===== src/rtl/seven_seg_controller.sv =====
`default_nettype none
// ============================================================================
//  Module      : seven_seg_controller
//  Description : Four-digit multiplexed seven-segment display controller.
//                Prescaled digit scan, double-buffered 16-bit hex value with
//                per-digit decimal points, registered active-low pin outputs.
//                Optional macro BLANK_LEADING_ZEROS_EN blanks leading zero
//                digits (3..1) while keeping the slot timing unchanged.
//  Revision    : 1.0 - initial release
// ============================================================================
module seven_seg_controller #(
   parameter int DIV_COUNT = 100000,
   parameter int CNT_WIDTH = 17
) (
   input  logic        clock,
   input  logic        reset,
   input  logic        enable,
   input  logic        load,
   input  logic [15:0] value,
   input  logic [3:0]  dp_in,
   output logic [3:0]  anode,
   output logic [6:0]  segment,
   output logic        dp,
   output logic        frame_done
);

   localparam logic [CNT_WIDTH-1:0] CNT_LAST = CNT_WIDTH'(DIV_COUNT - 1);
   localparam logic [CNT_WIDTH-1:0] CNT_ONE  = CNT_WIDTH'(1);

   logic [CNT_WIDTH-1:0] prescale;
   logic [1:0]           digit_idx;
   logic                 tick;
   logic                 boundary;

   logic [15:0]          active_value;
   logic [3:0]           active_dp;
   logic [15:0]          pending_value;
   logic [3:0]           pending_dp;
   logic                 pending_valid;

   logic [3:0]           cur_nibble;
   logic [6:0]           cur_segment;
   logic                 cur_blank;

   // A frozen (disabled) scan never produces a tick, so no boundary either.
   assign tick     = enable && (prescale == CNT_LAST);
   assign boundary = tick && (digit_idx == 2'd3);

   // Prescaler and digit index: advance only while scanning.
   always_ff @(posedge clock) begin
      if (reset) begin
         prescale  <= '0;
         digit_idx <= 2'd0;
      end else if (enable) begin
         if (tick) begin
            prescale  <= '0;
            digit_idx <= digit_idx + 2'd1;
         end else begin
            prescale  <= prescale + CNT_ONE;
         end
      end
   end

   // Double buffer: loads park in pending and move to active at a frame
   // boundary; a load landing on the boundary itself goes straight through.
   always_ff @(posedge clock) begin
      if (reset) begin
         active_value  <= 16'h0000;
         active_dp     <= 4'h0;
         pending_value <= 16'h0000;
         pending_dp    <= 4'h0;
         pending_valid <= 1'b0;
      end else if (load && boundary) begin
         active_value  <= value;
         active_dp     <= dp_in;
         pending_valid <= 1'b0;
      end else begin
         if (boundary && pending_valid) begin
            active_value  <= pending_value;
            active_dp     <= pending_dp;
            pending_valid <= 1'b0;
         end
         if (load) begin
            pending_value <= value;
            pending_dp    <= dp_in;
            pending_valid <= 1'b1;
         end
      end
   end

   // Select the nibble for the digit currently being scanned.
   always_comb begin
      cur_nibble = active_value[3:0];
      case (digit_idx)
         2'd0:    cur_nibble = active_value[3:0];
         2'd1:    cur_nibble = active_value[7:4];
         2'd2:    cur_nibble = active_value[11:8];
         default: cur_nibble = active_value[15:12];
      endcase
   end

   // Hex to active-low {g,f,e,d,c,b,a}.
   always_comb begin
      cur_segment = 7'b1111111;
      case (cur_nibble)
         4'h0: cur_segment = 7'b1000000;
         4'h1: cur_segment = 7'b1111001;
         4'h2: cur_segment = 7'b0100100;
         4'h3: cur_segment = 7'b0110000;
         4'h4: cur_segment = 7'b0011001;
         4'h5: cur_segment = 7'b0010010;
         4'h6: cur_segment = 7'b0000010;
         4'h7: cur_segment = 7'b1111000;
         4'h8: cur_segment = 7'b0000000;
         4'h9: cur_segment = 7'b0010000;
         4'hA: cur_segment = 7'b0001000;
         4'hB: cur_segment = 7'b0000011;
         4'hC: cur_segment = 7'b1000110;
         4'hD: cur_segment = 7'b0100001;
         4'hE: cur_segment = 7'b0000110;
         default: cur_segment = 7'b0001110;
      endcase
   end

`ifdef BLANK_LEADING_ZEROS_EN
   // A digit is a leading zero when it and every higher nibble are zero and
   // its decimal point is off; digit 0 always shows.
   always_comb begin
      cur_blank = 1'b0;
      case (digit_idx)
         2'd3:    cur_blank = (active_value[15:12] == 4'h0)  && !active_dp[3];
         2'd2:    cur_blank = (active_value[15:8]  == 8'h00) && !active_dp[2];
         2'd1:    cur_blank = (active_value[15:4]  == 12'h000) && !active_dp[1];
         default: cur_blank = 1'b0;
      endcase
   end
`else
   assign cur_blank = 1'b0;
`endif

   // Registered pin drivers; blanked slots keep their time so brightness
   // stays uniform across digits.
   always_ff @(posedge clock) begin
      if (reset) begin
         anode      <= 4'b1111;
         segment    <= 7'b1111111;
         dp         <= 1'b1;
         frame_done <= 1'b0;
      end else if (!enable) begin
         anode      <= 4'b1111;
         segment    <= 7'b1111111;
         dp         <= 1'b1;
         frame_done <= 1'b0;
      end else begin
         frame_done <= boundary;
         if (cur_blank) begin
            anode   <= 4'b1111;
            segment <= 7'b1111111;
            dp      <= 1'b1;
         end else begin
            anode   <= ~(4'b0001 << digit_idx);
            segment <= cur_segment;
            dp      <= ~active_dp[digit_idx];
         end
      end
   end

endmodule
`default_nettype wire

===== config.mk =====
export PLATFORM = sky130hd
export DESIGN_NAME = seven_seg_controller
export DESIGN_NICKNAME = d
export VERILOG_FILES = /design/src/rtl/seven_seg_controller.sv
export SDC_FILE = /design/constraint.sdc
export NUM_CORES = 1
export LEC_CHECK = 0
export CELL_PAD_IN_SITES_DETAIL_PLACEMENT = 0
export CELL_PAD_IN_SITES_GLOBAL_PLACEMENT = 1
export CORE_UTILIZATION = 45
export CTS_CLUSTER_DIAMETER = 200
export DETAILED_ROUTE_END_ITERATION = 10
export PLACE_DENSITY = 0.88
export SYNTH_ARGS = -nofsm -noshare
export SYNTH_HDL_FRONTEND = slang
export SYNTH_SLANG_ARGS = --single-unit

===== constraint.sdc =====
create_clock -name clock -period 5.3 [get_ports clock]
set_clock_uncertainty 0.05 [all_clocks]
set_input_delay 0.795 -clock clock [delete_from_list [all_inputs] [get_ports clock]]
set_output_delay 0.795 -clock clock [all_outputs]
set_load 0.005 [all_outputs]

-- Word-level counts from Yosys, hierarchy flattened
Memory sizes are Yosys's and may differ from the RTL's. A register that Yosys moved wholly into a read port is not among the register bits.
Index checks and enable logic that the tools add are counted.
- shift-type cells: 1
- magnitude comparators: 1
- add/subtract/negate cells: 2
- muxes and demuxes: 10
- equality and inequality tests: 4
- $mul: 0
- bitwise logic cells: 4
- reductions and logical operators: 11
- divide/modulo/power cells: 0
- operators by type and width (cell ; number):
    16-bit 2-to-1 mux ; 2
    17-bit by 1-bit adder with 17-bit output (second input constant) ; 1
    17-bit == test (second input constant) ; 1
    17-bit 2-to-1 mux ; 1
    4-bit one-hot mux with 3 select lines ; 1
    4-bit 2-to-1 mux ; 2
    2-bit == test (second input constant) ; 2
    1-bit logical AND ; 4
    4-bit NOT ; 1
    2-bit AND reduction ; 2
    2-bit nonzero test ; 2
    2-bit OR reduction ; 2
    1-bit by 2-bit left shift with 4-bit output (first input constant) ; 1
    2-bit by 3-bit less-than comparator with 1-bit output (second input constant) ; 1
    1-bit 2-to-1 mux ; 3
    1-bit NOT ; 3
    2-bit by 1-bit adder with 2-bit output (second input constant) ; 1
    1-bit binary-select mux with 2-bit select ; 1
    2-bit by 1-bit == test with 1-bit output (second input constant) ; 1
    2-bit logical NOT ; 1
- memories: 1
- register bits after elaboration: 66
- output and inout bits: 13
- bits in writable memories: 0
- logic and storage cells: 44
- latch bits: 0
- input bits: 24
- bits in read-only memories: 112
- memories (memory ; depth ; width ; rd ports ; clocked after Yosys merged registers in ; wr ports ; RTL line ; text):
    (no name shown) ; 16 ; 7 ; 1 ; 1 ; 0 ; 105 ; case (cur_nibble)

-- Longest topological paths before layout
Gate-level depths: netlist (run 1).
- depth after elaboration: 6
- depth in mapped cells: 10
- depth with buffers taken out: 10

-- Worst setup path before layout (run 1)
OpenSTA, ideal clock, no wires.
- path kind: reg2reg
- start: register digit_idx[0]
- end: register segment[5]
- data arrival time: 2.088 ns
- stages on the path, launching flop included: 11
- slack: 3.040 ns
- period minus slack after synthesis: 2.260 ns
- buffers on the path: 0
- data required time: 5.128 ns
- setup time: 0.122 ns
- cell sequence: dfxtp_1 > inv_1 > ha_1 > a222oi_1 > nand2_1 > o21ai_0 > inv_1 > ha_1 > nand2_1 > o21ai_0 > a221o_1
- cells in the longest elaborated chain, start to end: 2
- elaborated cells on any way between the ends: 4
- classes of those cells: 2 x eq/ne; 1 x mux; 1 x reduce/logical
- ends and longest elaborated chain (element ; RTL line ; text):
    start, declared ; 31 ; logic [1:0] digit_idx;
    start signal, assigned ; 57 ; digit_idx <= digit_idx + 2'd1;
    2-bit == test (tied with other cells) ; 94 ; case (digit_idx)
    4-bit one-hot mux with 3 select lines * ; 94 ;
    end, declared ; 22 ; output logic [6:0] segment,
Mark *: on every way between the ends. The rest lies on a longest branch, timed or not.
A chain may end at the register's enable or synchronous reset.

-- Worst setup path after layout (run 1)
- start: input load
- end: register active_value[10]
- cells in the longest elaborated chain, start to end: 2
- elaborated cells on any way between the ends: 3
- classes of those cells: 1 x mux; 2 x reduce/logical
- ends and longest elaborated chain (element ; RTL line ; text):
    start, declared ; 18 ; input logic load,
    1-bit logical AND * ; 73 ; end else if (load && boundary) begin
    16-bit 2-to-1 mux or 2-bit nonzero test (tied branches) ; -- ;
    end signal, assigned ; 74 ; active_value <= value;
    end signal, assigned ; 79 ; active_value <= pending_value;
    end, declared ; 35 ; logic [15:0] active_value;
Marks and branches as above.

==> flow_summary.ini, run 1 <==
[route]
routedWlPerCell_um = 14.0
vias = 2408
via_per_inst = 5.29
drt_iter0_drc = 128
drtAntennaViolNets = 0
drc = 0
routed_wl_um = 6350
first_pass_iters = 4

[synthesis]
syn_nets = 358
synth_cells = 323
synth_edf_count = 0
synth_top_flop_cell = dfxtp_1
yosysTopAreaCell = dfxtp_1
synth_top_cell_area_share_pct = 44.4
async_flop_share_pct = 0
yosys_register_bits = 73
synth_area_leaders = dfxtp_1, mux2i_1, nor2_1
yosys_warnings = 0
syn_area_per_cell_um2 = 10.2
yosysSeqAreaShare_pct = 44.4
ys_types = 49
syn_area_um2 = 3290

[floorplan]
num_rows = 30
die_w_um = 87.5
start_util_pct = 47.4
die_h_um = 87.5
fp.dieArea_um2 = 7660
core_area_um2 = 6940
io_pins = 37

[worst_setup_path]
critPathBufInv = 1
worstPathArrival_ps = 3260
endpoint_kind = flip-flop
r2r_cells = 10
path_max_fanout = 25
rrSetupSlack_ps = 2580
path_depth = 5
required_ps = 5540
path_delay_family = compound AO/OA/AOI/OAI gates
crit_path_start_kind = primary input
startpoint = load
worstSetupPathType = primary input to flip-flop
crit_chain = clkdlybuf4s50_1 -> nor2_1 -> and2b_1 -> a21oi_2 -> a22o_1
worstReg2RegStart = digit_idx[0]
slowest_stage = clkdlybuf4s50_1
slowest_delay_ps = 850

[finish]
finish.net_count = 389
drive_gt1_share_pct = 11.7
finalNonFillerCells = 455
area_growth_pct = 17.6
utilization_pct = 55.7
diodes = 0

[place]
dp.final_hpwl_um = 4380
io_buffers = 36
placed_cells = 439
gp_congestion = 0.790

[power_and_ir_drop]
p_int_uw = 890
power.switching_uw = 248
power_frac_seq_pct = 50.0
p_leak_uw = 0.00155
clkPwrFrac_pct = 43.2
power_uw = 1140
swShare_pct = 21.8
powerDensity_nw_per_um2 = 294
p_comb_share_pct = 6.7
peakVddDrop_v = 0.000188

[hold_path]
min_delay_path_depth = 1
hp-start = active_dp[1]
hold_path_class = flip-flop to flip-flop

[timing]
tns_ps = 0
final.period_utilization_pct = 56.9
worst-slew-pin-transition_ps = 1120
setup_viol = 0
maxSlewViolCount = 0
fmax_ghz = 0.331
fin_crit_ps = 3020
slew_headroom_pct = 25.6
final_hold_viol_count = 0
rsz0062_at_grt = false

[global_routing]
grt_usage_pct = 18.2
grt.overflow.total = 0
first_global_vias = 2262
antenna_found_initial = 0
grt_pass1_wl_um = 10600
grt_max_degree = 32

[cts]
cts_setup_buffers = 0
cts.sinks = 73
numCtsBuffers = 9
clk_pin_slew_worst_paths_ps = 70
clkLatencyLatePin_ps = 350
ctsResizeCount = 0
clockBufferDepth = 2
htreeDepth = 3
cts_hold_buf = 0
clockRootBuffer = clkbuf_8
cts_tree = done

[run_status]
status = finished clean

[flow_run]
cap_violations = 0
worst paths after layout:
check | endpoint
worst min-delay path | active_dp[1]
worst max-delay path | active_value[10]
worst max register to register | segment[5]
worst min register to register | active_dp[1]
metal layers:
layer	GRT usage [%]	part of all wire, %	vias to the layer above
met5	0	0	-
met3	5.69	4.0	6
met4	5.37	1.2	0
li1	-	-	1219
met2	30.5	48	48
met1	22.4	47	1135
placed cells by master (no fill, tap or decap), types with 3 or more instances in the layout:
cell type	Yosys	layout
a22o_1	3	3
a21oi_1	10	10
o2bb2ai_2	10	10
nand3_1	6	6
xor2_1	12	12
o21ai_0	6	6
a22oi_1	16	16
clkbuf_8	2	11
nand2_1	22	22
clkdlybuf4s50_1	0	36
and3_2	6	6
nor2_1	45	45
nor3_1	5	5
ha_1	11	11
o2bb2ai_1	8	8
nand4_1	5	5
inv_1	9	9
dfxtp_1	73	73
mux2i_1	25	25
xnor2_1	4	4
final cells by class:
type | count | area [um2]
Clock buffer | 11 | 151
Clock inverter | 5 | 77.6
Fill cell | 636 | 3080
Inverter | 9 | 33.8
Multi-Input combinational cell | 224 | 1660
Sequential cell | 73 | 1460
Tap cell | 96 | 120
Timing Repair Buffer | 37 | 368
flip-flops by register name (all words and copies together) (netlist names), 2 cells and up:
name           cells
pending_value     16
pending_dp         4
segment            7
prescale          17
active_dp          4
active_value      16
digit_idx          2
anode              4
power by group through the flow:
stage / registers, uW / clock network (uW) / logic, uW
after floorplan: 581 / 0 / 49.1
after global placement: 581 / 0 / 76.2
after detailed placement: 582 / 0 / 77.3
after CTS: 569 / 502 / 77.8
after global routing: 571 / 524 / 85.0
final: 569 / 492 / 76.7
worst register-to-register path: stages (launching register included):
cell and delay (ps):
dfxtp_1 490, inv_1 110, ha_1 280, a222oi_1 370, nand2_1 90, o21ai_0 270
inv_1 190, ha_1 260, nand2_1 90, o21ai_0 100, a221o_1 300
per-stage QoR:
step | cell area, um2 | hold WS, ps | worst slack [ps]
2_1_floorplan | 3290 | 377 | 3040
3_3_place_gp | 3640 | 390 | 2010
3_5_place_dp | 3640 | 398 | 1910
4_1_cts | 3870 | 419 | 2280
5_1_grt | 3870 | 434 | 2070
6_report | 3870 | 423 | 2280
cells by family (layout without fill, tap and decap cells):
logic type,after synthesis,after routing,synth area share [%]
xor gates and xnor gates,16,16,4.26
buffers and inverters,26,62,5.25
and+or+nand+nor,104,104,16.2
adders and majority gates,11,11,4.18
DFF,73,73,44.4
muxes,27,27,8.63
AOI/OAI and AO/OA,66,66,17.1
Yosys cell counts, types with 3 or more instances:
cell        n
clkbuf_1    5
nor2_1     45
ha_1       11
o2bb2ai_2  10
and3_2      6
nand2_1    22
a22oi_1    16
dfxtp_1    73
nor3_1      5
buf_6       5
o21ai_0     6
inv_1       9
xnor2_1     4
a21oi_1    10
a22o_1      3
nand3_1     6
nand4_1     5
xor2_1     12
mux2i_1    25
buf_4       3
o2bb2ai_1   8
Note: power is estimated with default switching activity, not from simulation.
==> inputs of run 2 (changes only) <==
Settings changed: CORE_UTILIZATION 45 to 44, PLACE_DENSITY 0.88 to 0.87.
Clock period 5.3 ns to 3.05 ns, I/O delays scaled along.
==> run 2 against run 1 <==
- clock-buffer cell count stayed put
- highest routed layer unchanged
- worst setup slack worse by 2000 ps
- largest power group unchanged
- critical endpoint is now segment[5]
- core utilization decreased by 1.9 points
- global-route usage fell by 0.11 points
==> flow_summary.ini, run 2 (synthesis gave the netlist of run 1 again) <==
[timing]
tns_ps = 0
worst-slew-pin-transition_ps = 1150
setup_viol = 0
final.period_utilization_pct = 89.2
fmax_ghz = 0.367
slew_headroom_pct = 23.4
maxSlewViolCount = 0
rsz0062_at_grt = false
fin_crit_ps = 2720
final_hold_viol_count = 0

[power_and_ir_drop]
peakVddDrop_v = 0.000246
swShare_pct = 21.8
p_comb_share_pct = 7.0
p_int_uw = 1530
power.switching_uw = 425
clkPwrFrac_pct = 42.4
power_frac_seq_pct = 50.6
powerDensity_nw_per_um2 = 501
p_leak_uw = 0.00157

[route]
via_per_inst = 5.16
vias = 2389
routed_wl_um = 6330
drc = 0
drtAntennaViolNets = 0
first_pass_iters = 4
routedWlPerCell_um = 13.7
drt_iter0_drc = 124

[hold_path]
min_delay_path_depth = 1
hold_path_class = flip-flop to flip-flop
hp-start = active_dp[2]

[worst_setup_path]
worstSetupPathType = flip-flop to flip-flop
crit_chain = inv_1 -> ha_1 -> a222oi_1 -> nand2_1 -> o21ai_0 -> inv_1 -> ha_1 -> nand2_1 -> o21ai_0 -> a221o_1
path_max_fanout = 6
slowest_stage = dfxtp_1
crit_path_end = segment[5]
path_delay_family = compound AO/OA/AOI/OAI gates
endpoint_kind = flip-flop
r2r_cells = 10
rrSetupSlack_ps = 330
critPathBufInv = 2
worstPathArrival_ps = 2900
worstReg2RegStart = digit_idx[0]
crit_path_start_kind = flip-flop
path_depth = 10
timing.rr.end = segment[5]
slowest_delay_ps = 470
startpoint = digit_idx[0]
required_ps = 3220

[cts]
clockRootBuffer = clkbuf_8
cts_setup_buffers = 0
ctsResizeCount = 0
cts.sinks = 73
clockBufferDepth = 2
cts_tree = done
numCtsBuffers = 9
htreeDepth = 3
cts_hold_buf = 0
clkLatencyLatePin_ps = 350
clk_pin_slew_worst_paths_ps = 70

[global_routing]
first_global_vias = 2271
grt_max_degree = 31
antenna_found_initial = 0
grt_pass1_wl_um = 10700
grt_usage_pct = 18.1
grt.overflow.total = 0

[floorplan]
fp.dieArea_um2 = 7830
die_h_um = 88.5
die_w_um = 88.5
io_pins = 37
num_rows = 31
start_util_pct = 45.4
core_area_um2 = 7250

[finish]
area_growth_pct = 18.6
final_cell_mix = dfxtp_1, nor2_1, clkdlybuf4s50_1
drive_gt1_share_pct = 12.6
n_fill_cell = 684
top_regs = prescale: 17 flops, active_value: 16 flops, pending_value: 16 flops
utilization_pct = 53.8
final_area_um2 = 3900
mostFrequentLayoutCell = dfxtp_1
finish.net_count = 394
largest_reg_flops = 17
diodes = 0
top_register = prescale

[flow_run]
cap_violations = 0

[run_status]
status = finished clean

[place]
gp_congestion = 0.793
io_buffers = 36
placed_area_um2 = 3680
dp.final_hpwl_um = 4440
[run 2: cell types whose count changed in the layout (fill, tap and decap cells not counted), sizes merged]
cell	previous run	this run
buf	1	6
clkinv	2	3
clkinvlp	1	0
[run 2: cell type report]
| cell class | count | area (um2) | share of cell area [%] |
|---|---|---|---|
| tap | 99 | 124 | 3.18 |
| timing repair buffer | 42 | 405 | 10.4 |
| clock buffer | 11 | 141 | 3.63 |
| inverter | 9 | 33.8 | 0.866 |
| multi-input combinational | 224 | 1660 | 42.4 |
| clock inverter | 5 | 78.8 | 2.02 |
| sequential | 73 | 1460 | 37.5 |
[run 2: how the worst min path moves through the flow]
| stage | slack [ps] | endpoint |
|---|---|---|
| after floorplan | 380 | active_dp[2] |
| after global placement | 390 | active_dp[2] |
| after detailed placement | 400 | active_dp[2] |
| after CTS | 420 | active_dp[2] |
| after global routing | 440 | active_value[15] |
| final | 410 | active_dp[2] |
[run 2: stage by stage]
| stage | std cells | hold WS (ps) | worst slack [ps] | power (uW) |
|---|---|---|---|---|
| 2_1_floorplan | 323 | 377 | 790 | 1090 |
| 3_3_place_gp | 447 | 393 | 414 | 1150 |
| 3_5_place_dp | 447 | 395 | 366 | 1150 |
| 4_1_cts | 463 | 417 | 342 | 1980 |
| 5_1_grt | 463 | 437 | 104 | 2030 |
| 6_report | 463 | 413 | 328 | 1950 |
[run 2: layer usage]
layer	up-vias	routed length, um	track usage [%]
met1	1103	3030	23.0
met4	0	95	6.60
met5	-	0	0
met3	12	253	5.32
li1	1225	-	-
met2	49	2960	29.2
[run 2: power groups by stage]
stage               Clock [uW]  Combinational (uW)  Sequential [uW]
floorplan                    0                85.3             1010
global placement             0                 136             1010
detailed placement           0                 138             1010
CTS                        849                 139              989
global route               886                 152              992
finish                     828                 137              989
==> inputs of run 3 (changes only) <==
Settings changed: CORE_UTILIZATION 44 to 45, CTS_BUF_LIST set to sky130_fd_sc_hd__clkbuf_4 sky130_fd_sc_hd__clkbuf_8, CTS_CLUSTER_DIAMETER 200 to unset, PLACE_DENSITY 0.87 to 0.88.
==> run 3 against run 2 <==
- combinational power is essentially flat
- hold slack worse by 0.73 ps
- sequential share of layout area increased by 0.21 points
- first-iteration DRC count down 22%
- clock power is 5.2% lower
- critical path depth did not move
- sequential cell count is the same
- design area is 0.55% lower
- die area down 2.2%
- non-clock buffer count fell by 1
- worst setup slack better by 24 ps
- global-route usage rose by 0.77 points
- largest cell class unchanged
==> flow_summary.ini, run 3 (synthesis gave the netlist of run 1 again) <==
[finish]
drive_gt1_share_pct = 12.7
top_regs = prescale: 17 flops, active_value: 16 flops, pending_value: 16 flops
final_area_um2 = 3880
n_fill_cell = 624
largest_reg_flops = 17
diodes = 0
final_cell_mix = dfxtp_1, nor2_1, clkdlybuf4s50_1
area_growth_pct = 17.9
finish.net_count = 393
top_register = prescale
mostFrequentLayoutCell = dfxtp_1

[cts]
cts.sinks = 73
clkLatencyLatePin_ps = 350
cts_tree = done
numCtsBuffers = 9
cts_setup_buffers = 0
cts_hold_buf = 0
clockBufferDepth = 2
clk_pin_slew_worst_paths_ps = 80
clockRootBuffer = clkbuf_8
ctsResizeCount = 0
htreeDepth = 3

[timing]
setup_viol = 0
slew_headroom_pct = 23.2
final_hold_viol_count = 0
rsz0062_at_grt = false
fmax_ghz = 0.371
maxSlewViolCount = 0
fin_crit_ps = 2700
final.period_utilization_pct = 88.4
tns_ps = 0
worst-slew-pin-transition_ps = 1150

[route]
drt_iter0_drc = 97
first_pass_iters = 5
met3_length_um = 270
drc = 0
routed.top_layer = met4
routedWlPerCell_um = 14.0
via_per_inst = 5.33
drtAntennaViolNets = 0
routed_wl_um = 6420
wl_met2_um = 3010
vias = 2448
drt-met1-wl_um = 3050

[floorplan]
die_h_um = 87.5
die_w_um = 87.5
num_rows = 30
io_pins = 37
fp.dieArea_um2 = 7660
start_util_pct = 47.4
core_area_um2 = 6940

[worst_setup_path]
crit_path_start_kind = flip-flop
worstSetupPathType = flip-flop to flip-flop
endpoint_kind = flip-flop
r2r_cells = 10
required_ps = 3230
worstPathArrival_ps = 2880
path_max_fanout = 6

[global_routing]
grt_usage_pct = 18.9
first_global_vias = 2260
grt_max_degree = 31
antenna_found_initial = 0
grt_pass1_wl_um = 10900
grt.overflow.total = 0

[power_and_ir_drop]
peakVddDrop_v = 0.000316
powerDensity_nw_per_um2 = 493
p_leak_uw = 0.00156
power_uw = 1910

[run_status]
status = finished clean

[place]
placed_area_um2 = 3670
io_buffers = 36
dp.final_hpwl_um = 4430
gp_congestion = 0.833

[flow_run]
cap_violations = 0

[hold_path]
min_delay_path_depth = 1
hold_path_class = flip-flop to flip-flop
==> run 3: final timing paths <==
path | startpoint | to | slack, ps
worst max register to register | digit_idx[0] | segment[5] | 350
worst min-delay path | active_dp[2] | active_dp[2] | 410
worst max-delay path | digit_idx[0] | segment[5] | 350
worst min register to register | active_dp[2] | active_dp[2] | 410
==> run 3: layout make-up <==
class | count | area, um2 | share of cell area [%]
Clock inverter | 4 | 51.3 | 1.32
Tap cell | 96 | 120 | 3.10
Sequential cell | 73 | 1460 | 37.7
Timing Repair Buffer | 41 | 398 | 10.3
Clock buffer | 12 | 159 | 4.10
Inverter | 9 | 33.8 | 0.871
Multi-Input combinational cell | 224 | 1660 | 42.7
==> run 3: metal layers <==
layer  global-route usage, %  vias up
li1                        -     1228
met2                    30.4       50
met5                       0        -
met4                    5.37        0
met3                    6.45        9
met1                    23.9     1161
==> run 3: stage by stage <==
step / hold WS (ps) / std cells / setup slack, ps / utilization (%)
after floorplan: 377 / 323 / 790 / -
after global placement: 393 / 443 / 423 / 52.8
after detailed placement: 391 / 443 / 412 / 52.8
after CTS: 415 / 459 / 397 / 55.9
after global routing: 434 / 459 / 124 / 55.9
final: 412 / 459 / 352 / 55.9
==> run 3: worst max-delay path, stage by stage (launching register included) <==
cell and delay [ps]:
dfxtp_1 480, inv_1 110, ha_1 270, a222oi_1 350, nand2_1 90, o21ai_0 260, inv_1 200, ha_1 260
nand2_1 100, o21ai_0 100, a221o_1 300
==> run 3: where the power goes <==
group	switching [uW]	total [uW]	internal, uW
logic	66.7	137	70.3
registers	12.6	989	976
clock network	354	785	432
total	433	1910	1480
